--- src/rtl/mem_arbiter.sv ---
// mem_arbiter
//
// Shares the single memory port between the stack engine, the CPU
// fetch/execute path and the DMA/video fetch unit. One transaction at a
// time: IDLE arbitrates and latches the winner's request, ACCESS holds the
// strobes until mem_ready, and ACK pulses the winner's ack for one cycle.
// Priority is stack > CPU > DMA, except that after STARVE_LIMIT consecutive
// CPU grants with DMA waiting, DMA is promoted above CPU (never above stack).
//
// Optional feature: define MEM_ARB_TIMEOUT_EN to abort an ACCESS that has
// not seen mem_ready after TIMEOUT_CYCLES cycles (read data 8'hFF, sticky
// timeout_err). Without it, ACCESS waits indefinitely and timeout_err is 0.
//
// Ports
//   clk, rst                       clock, synchronous active-high reset
//   {stk,cpu,dma}_req/we/addr/wdata requester side, req held until ack
//   {stk,cpu,dma}_ack              one-cycle completion pulse
//   {stk,cpu,dma}_rdata            last read data per requester (held)
//   mem_addr/mem_wdata             latched address / write data
//   mem_read/mem_write             access strobes, high throughout ACCESS
//   mem_rdata/mem_ready            memory read data / access complete
//   grant                          owner: 00 none, 01 stk, 10 cpu, 11 dma
//   busy                           high in ACCESS or ACK
//   timeout_err                    sticky timeout flag
module mem_arbiter #(
    parameter int STARVE_LIMIT   = 4,
    parameter int TIMEOUT_CYCLES = 16
) (
    input  logic        clk,
    input  logic        rst,
    input  logic        stk_req,
    input  logic        cpu_req,
    input  logic        dma_req,
    input  logic        stk_we,
    input  logic        cpu_we,
    input  logic        dma_we,
    input  logic [15:0] stk_addr,
    input  logic [15:0] cpu_addr,
    input  logic [15:0] dma_addr,
    input  logic [7:0]  stk_wdata,
    input  logic [7:0]  cpu_wdata,
    input  logic [7:0]  dma_wdata,
    output logic        stk_ack,
    output logic        cpu_ack,
    output logic        dma_ack,
    output logic [7:0]  stk_rdata,
    output logic [7:0]  cpu_rdata,
    output logic [7:0]  dma_rdata,
    output logic [15:0] mem_addr,
    output logic [7:0]  mem_wdata,
    output logic        mem_read,
    output logic        mem_write,
    input  logic [7:0]  mem_rdata,
    input  logic        mem_ready,
    output logic [1:0]  grant,
    output logic        busy,
    output logic        timeout_err
);

    typedef enum logic [1:0] {ST_IDLE, ST_ACCESS, ST_ACK} state_t;
    typedef enum logic [1:0] {
        OWN_NONE = 2'b00,
        OWN_STK  = 2'b01,
        OWN_CPU  = 2'b10,
        OWN_DMA  = 2'b11
    } owner_t;

    localparam int SW = $clog2(STARVE_LIMIT + 1);
    localparam logic [SW-1:0] STREAK_MAX = SW'(STARVE_LIMIT);

    state_t        state_q, state_d;
    owner_t        owner_q, owner_d, winner;
    logic [SW-1:0] streak_q, streak_d;
    logic          we_q, we_d;
    logic          sel_we;
    logic [15:0]   sel_addr, addr_d;
    logic [7:0]    sel_wdata, wdata_d;
    logic          read_d, write_d, busy_d;
    logic          stk_ack_d, cpu_ack_d, dma_ack_d;
    logic [7:0]    stk_rdata_d, cpu_rdata_d, dma_rdata_d;
    logic          tmo_hit, done;
    logic [7:0]    cap_data;

    assign grant = owner_q;

    // NOTE: every combinational output gets a default before any branch,
    // otherwise an unassigned path infers a latch.
    always_comb begin
        winner = OWN_NONE;
        if (stk_req)                                winner = OWN_STK;
        else if (dma_req && streak_q == STREAK_MAX) winner = OWN_DMA;
        else if (cpu_req)                           winner = OWN_CPU;
        else if (dma_req)                           winner = OWN_DMA;
    end

    always_comb begin
        sel_we    = 1'b0;
        sel_addr  = 16'h0000;
        sel_wdata = 8'h00;
        case (winner)
            OWN_STK: begin sel_we = stk_we; sel_addr = stk_addr; sel_wdata = stk_wdata; end
            OWN_CPU: begin sel_we = cpu_we; sel_addr = cpu_addr; sel_wdata = cpu_wdata; end
            OWN_DMA: begin sel_we = dma_we; sel_addr = dma_addr; sel_wdata = dma_wdata; end
            default: ;
        endcase
    end

`ifdef MEM_ARB_TIMEOUT_EN
    localparam int TW = $clog2(TIMEOUT_CYCLES + 1);
    localparam logic [TW-1:0] TMO_LAST = TW'(TIMEOUT_CYCLES - 1);

    logic [TW-1:0] tcnt_q;
    logic          terr_q;

    // tcnt_q counts completed ACCESS cycles; the last allowed one aborts.
    assign tmo_hit     = (state_q == ST_ACCESS) && !mem_ready && (tcnt_q == TMO_LAST);
    assign timeout_err = terr_q;

    always_ff @(posedge clk) begin
        if (rst) begin
            tcnt_q <= '0;
            terr_q <= 1'b0;
        end else begin
            if (state_q == ST_ACCESS && !done) tcnt_q <= tcnt_q + TW'(1);
            else                               tcnt_q <= '0;
            if (tmo_hit) terr_q <= 1'b1;
        end
    end
`else
    // The timeout length has no effect in this build; fold it into a net
    // that is intentionally left unused.
    logic unused_timeout_cfg;
    assign unused_timeout_cfg = ^TIMEOUT_CYCLES;
    assign tmo_hit     = 1'b0;
    assign timeout_err = 1'b0;
`endif

    assign done     = (state_q == ST_ACCESS) && (mem_ready || tmo_hit);
    // An aborted read returns all-ones so the requester sees a poisoned byte.
    assign cap_data = mem_ready ? mem_rdata : 8'hFF;

    always_comb begin
        state_d     = state_q;
        owner_d     = owner_q;
        streak_d    = streak_q;
        we_d        = we_q;
        addr_d      = mem_addr;
        wdata_d     = mem_wdata;
        read_d      = mem_read;
        write_d     = mem_write;
        busy_d      = busy;
        stk_ack_d   = 1'b0;
        cpu_ack_d   = 1'b0;
        dma_ack_d   = 1'b0;
        stk_rdata_d = stk_rdata;
        cpu_rdata_d = cpu_rdata;
        dma_rdata_d = dma_rdata;

        case (state_q)
            ST_IDLE: begin
                if (winner != OWN_NONE) begin
                    state_d = ST_ACCESS;
                    owner_d = winner;
                    we_d    = sel_we;
                    addr_d  = sel_addr;
                    wdata_d = sel_wdata;
                    read_d  = !sel_we;
                    write_d = sel_we;
                    busy_d  = 1'b1;
                    // Streak measures how long DMA has waited behind CPU;
                    // stack grants leave it untouched.
                    if (!dma_req || winner == OWN_DMA)
                        streak_d = '0;
                    else if (winner == OWN_CPU && streak_q != STREAK_MAX)
                        streak_d = streak_q + SW'(1);
                end
            end
            ST_ACCESS: begin
                if (done) begin
                    state_d = ST_ACK;
                    read_d  = 1'b0;
                    write_d = 1'b0;
                    case (owner_q)
                        OWN_STK: begin stk_ack_d = 1'b1; if (!we_q) stk_rdata_d = cap_data; end
                        OWN_CPU: begin cpu_ack_d = 1'b1; if (!we_q) cpu_rdata_d = cap_data; end
                        OWN_DMA: begin dma_ack_d = 1'b1; if (!we_q) dma_rdata_d = cap_data; end
                        default: ;
                    endcase
                end
            end
            ST_ACK: begin
                state_d = ST_IDLE;
                owner_d = OWN_NONE;
                busy_d  = 1'b0;
            end
            default: state_d = ST_IDLE;
        endcase
    end

    // NOTE: sequential state uses non-blocking assignments so every register
    // samples pre-edge values regardless of statement order.
    always_ff @(posedge clk) begin
        if (rst) begin
            state_q   <= ST_IDLE;
            owner_q   <= OWN_NONE;
            streak_q  <= '0;
            we_q      <= 1'b0;
            mem_addr  <= 16'h0000;
            mem_wdata <= 8'h00;
            mem_read  <= 1'b0;
            mem_write <= 1'b0;
            busy      <= 1'b0;
            stk_ack   <= 1'b0;
            cpu_ack   <= 1'b0;
            dma_ack   <= 1'b0;
            // NOTE: the rdata holding registers are visible outputs with a
            // defined reset value, so they are reset like any control flop.
            stk_rdata <= 8'h00;
            cpu_rdata <= 8'h00;
            dma_rdata <= 8'h00;
        end else begin
            state_q   <= state_d;
            owner_q   <= owner_d;
            streak_q  <= streak_d;
            we_q      <= we_d;
            mem_addr  <= addr_d;
            mem_wdata <= wdata_d;
            mem_read  <= read_d;
            mem_write <= write_d;
            busy      <= busy_d;
            stk_ack   <= stk_ack_d;
            cpu_ack   <= cpu_ack_d;
            dma_ack   <= dma_ack_d;
            stk_rdata <= stk_rdata_d;
            cpu_rdata <= cpu_rdata_d;
            dma_rdata <= dma_rdata_d;
        end
    end

endmodule

--- config.mk ---
export PLATFORM = sky130hd
export DESIGN_NAME = mem_arbiter
export DESIGN_NICKNAME = d
export VERILOG_FILES = /design/src/rtl/mem_arbiter.sv
export SDC_FILE = /design/constraint.sdc
export NUM_CORES = 1
export LEC_CHECK = 0
export CORE_UTILIZATION = 35
export DETAILED_ROUTE_END_ITERATION = 16
export GPL_TIMING_DRIVEN = 0
export MAX_ROUTING_LAYER = met4
export PLACE_DENSITY = 0.73
export SETUP_SLACK_MARGIN = 0.1
export SYNTH_ARGS = -nofsm -noshare
export SYNTH_HDL_FRONTEND = slang
export SYNTH_SLANG_ARGS = --single-unit
export TNS_END_PERCENT = 50
--- constraint.sdc ---
create_clock -name clk -period 2.25 [get_ports clk]
set_input_delay 0.3375 -clock clk [delete_from_list [all_inputs] [get_ports clk]]
set_output_delay 0.3375 -clock clk [all_outputs]
set_load 0.05 [all_outputs]
==> run_results.csv <==
group,metric,value,unit
critical_path,crit_buf_inv,1,
clock_network,numCtsBuffers,9,
sta,whs,0.405,ns
critical_path,start_kind,"register",
clock_network,cts_setup_buffers,0,
clock_network,root_buffer,"clkbuf_8",
sta,hold_violations,0,
die,dieArea,0.00905,mm2
critical_path,path_cells,"clkdlybuf4s50_1",
layout,syn2layout_area_growth,57.4,%
grt,grt_antenna_before_repair,0,
worst_hold_path,min_path_type,"input port to register",
power,peakVddDrop,0.324,mV
die,die_w,95.1,um
sta,max_freq,0.532,GHz
place,io_buffer_count,142,
grt,grt_first_pass_wirelength,15400,um
power,power_density,656,mW/mm2
critical_path,crit_type,"register to output pin",
clock_network,clkSinkCount,62,
die,die_h,95.1,um
clock_network,htreeDepth,3,
critical_path,critPathMaxStageDelay,0.85,ns
synth,yosys_most_used_dff,"dfxtp_1",
critical_path,critPathArrivalTime,1.54,ns
synth,ys_async_sr_fraction,0,%
synth,synth_seq_area_share,40.9,%
clock_network,clk_latency,0.35,ns
synth,synth_nets,427,
synth,synth_enable_flop_cells,0,
synth,netlist_area,0.00304,mm2
clock_network,postCtsResizedCells,0,
route,viasPerCell,5.48,
route,wl,10100,um
synth,ys_ff_latch,62,
route,drc,0,
layout,n_antenna_cell,0,
critical_path,cp-end-kind,"output pin",
die,io_pins,146,
route,drtIter0Drc,168,
route,drtPass1Iterations,4,
sta,finalSetupTns,0,ns
layout,design_area,0.00478,mm2
synth,yosys-top-cells-area,"dfxtp_1 (41%), a311oi_1 (7.5%), a32oi_1 (6.9%), a21oi_1 (6.1%), mux2i_1 (5.3%)",
job,drv_cap,0,
run_status,status,"complete, no violations",
critical_path,critical_path_required,1.91,ns
layout,final_nets,580,
grt,grt_pass1_vias,3076,
die,design.core.area,0.00830,mm2
route,vias,3278,
route,wire_per_inst,16.8,um
critical_path,worstReg2RegStart,"streak_q[0]",
layout,drive_above_1_share,11.2,%
layout,nFillCells,760,
critical_path,cp_max_fo,2,
sta,period_share,83.5,%
synth,yosys_warnings,0,
clock_network,cts_hold_buf,0,
critical_path,critPathLaunch,"mem_addr[2]",
power,p_leak,1.78,nW
critical_path,cp_top_family,"buffers and inverters",
grt,grt_max_degree,11,
clock_network,cts_tree,"yes",
clock_network,clockBufferDepth,2,
sta,fin_skew,0.00429,ns
grt,grt_use_total,23.0,%
synth,post_synth.cell_area_avg,9.03,um2
grt,grt_overflow,0,
die,core.rowCount,33,
place,hpwl,7510,um
synth,yosysUniqueCellTypes,48,
route,antenna_left,0,
synth,synthTopCellsByCount,"dfxtp_1 (62), a21oi_1 (37), nand2_1 (28), nand3_1 (28), a311oi_1 (26)",
die,initial_core_util,36.6,%
sta,finalSetupViolations,0,
synth,synth_top_area_share,40.9,%
critical_path,slowest_stage,"clkdlybuf4s50_1",
place,gp_congestion,0.830,
sta,min_period,1.88,ns
sta,worst_pin_slew,0.583,ns
worst_hold_path,min_from,"dma_req",
clock_network,clk_pin_slew,0.07,ns
sta,slew_viol_final,0,
sta,rsz0062_at_grt,"no",
sta,relSlewSlack,61.1,%
synth,yosys.area.top_type,"dfxtp_1",
place,place_area,0.00459,mm2
synth,yosysMostFrequentCell,"dfxtp_1",
synth,syn_inst,336,
==> cell type report <==
type / instances / area, um2 / share of cell area (%)
tap: 105 / 131 / 2.75
inverter: 5 / 18.8 / 0.393
timing repair buffer: 142 / 1420 / 29.8
sequential: 62 / 1240 / 26.0
clock buffer: 11 / 141 / 2.96
clock inverter: 4 / 47.5 / 0.995
buffer: 39 / 224 / 4.69
multi-input combinational: 230 / 1550 / 32.5
==> stage by stage <==
stage          instances  util, %  power [W]  setup WS (ns)
6_report             598     57.6    0.00313          0.372
5_1_grt              598     57.6    0.00326          0.222
4_1_cts              598     57.6    0.00314          0.377
3_5_place_dp         583     55.3    0.00218         0.0707
3_3_place_gp         583     55.3    0.00217          0.110
2_1_floorplan        336        -    0.00180          0.665
==> registers in the layout, summed over array words and instances, names as in the netlist <==
name       flops
dma_ack        1
cpu_rdata      8
cpu_ack        1
dma_rdata      8
we_q           1
busy           1
stk_rdata      8
mem_addr      16
streak_q       3
mem_write      1
mem_wdata      8
state_q        2
stk_ack        1
mem_read       1
grant          2
==> tightest hold or removal path: cells and delay by family <==
kind,cells,cell delay (ns)
AOI/OAI and AO/OA,2,0.17
buffers and inverters,1,0.10
and+or+nand+nor,1,0.10
==> cells by family (layout without fill, tap and decap cells) <==
group	Yosys count	in the layout	share of synthesized area, %
AO/OA/AOI/OAI	107	107	26.5
flip-flops	62	62	40.9
AND/OR/NAND/NOR	104	104	18.4
buffers and inverters	44	201	8.00
other	1	1	0.124
multiplexers	16	16	5.28
adder cells (fa/ha/maj)	2	2	0.824
==> worst paths after layout <==
| path | to | slack [ns] | cells after the start |
|---|---|---|---|
| hold / removal | streak_q[0] | 0.41 | 4 |
| setup / recovery | mem_addr[2] | 0.37 | 1 |
| setup reg to reg | mem_addr[9] | 0.44 | 6 |
| hold reg to reg | dma_rdata[5] | 0.47 | 2 |
==> report_power, final <==
group	internal, W	switching [W]	total [W]
clock network	0.000532	0.000440	0.000972
logic	0.000393	0.000549	0.000942
registers	0.00118	0.0000441	0.00122
total	0.00210	0.00103	0.00313
==> cells in the final DEF, fill, tap and decap left out, types with 10 or more instances in the layout <==
cell type,count
a21oi_1,37
a311oi_1,26
a32oi_1,24
buf_2,16
clkbuf_1,14
clkbuf_8,10
clkdlybuf4s50_1,142
dfxtp_1,62
mux2i_1,16
nand2_1,28
nand3_1,28
nor3_1,18
==> routing by layer <==
layer,track usage [%],part of all wire [%],vias to the layer above,routed length [um]
li1,-,-,1595,-
met1,30.6,45,1538,4560
met2,34.5,47,128,4740
met3,4.07,5.6,17,564
met4,8.71,1.9,0,189
met5,-,0,-,0
Power figures use the tool's default switching activity.
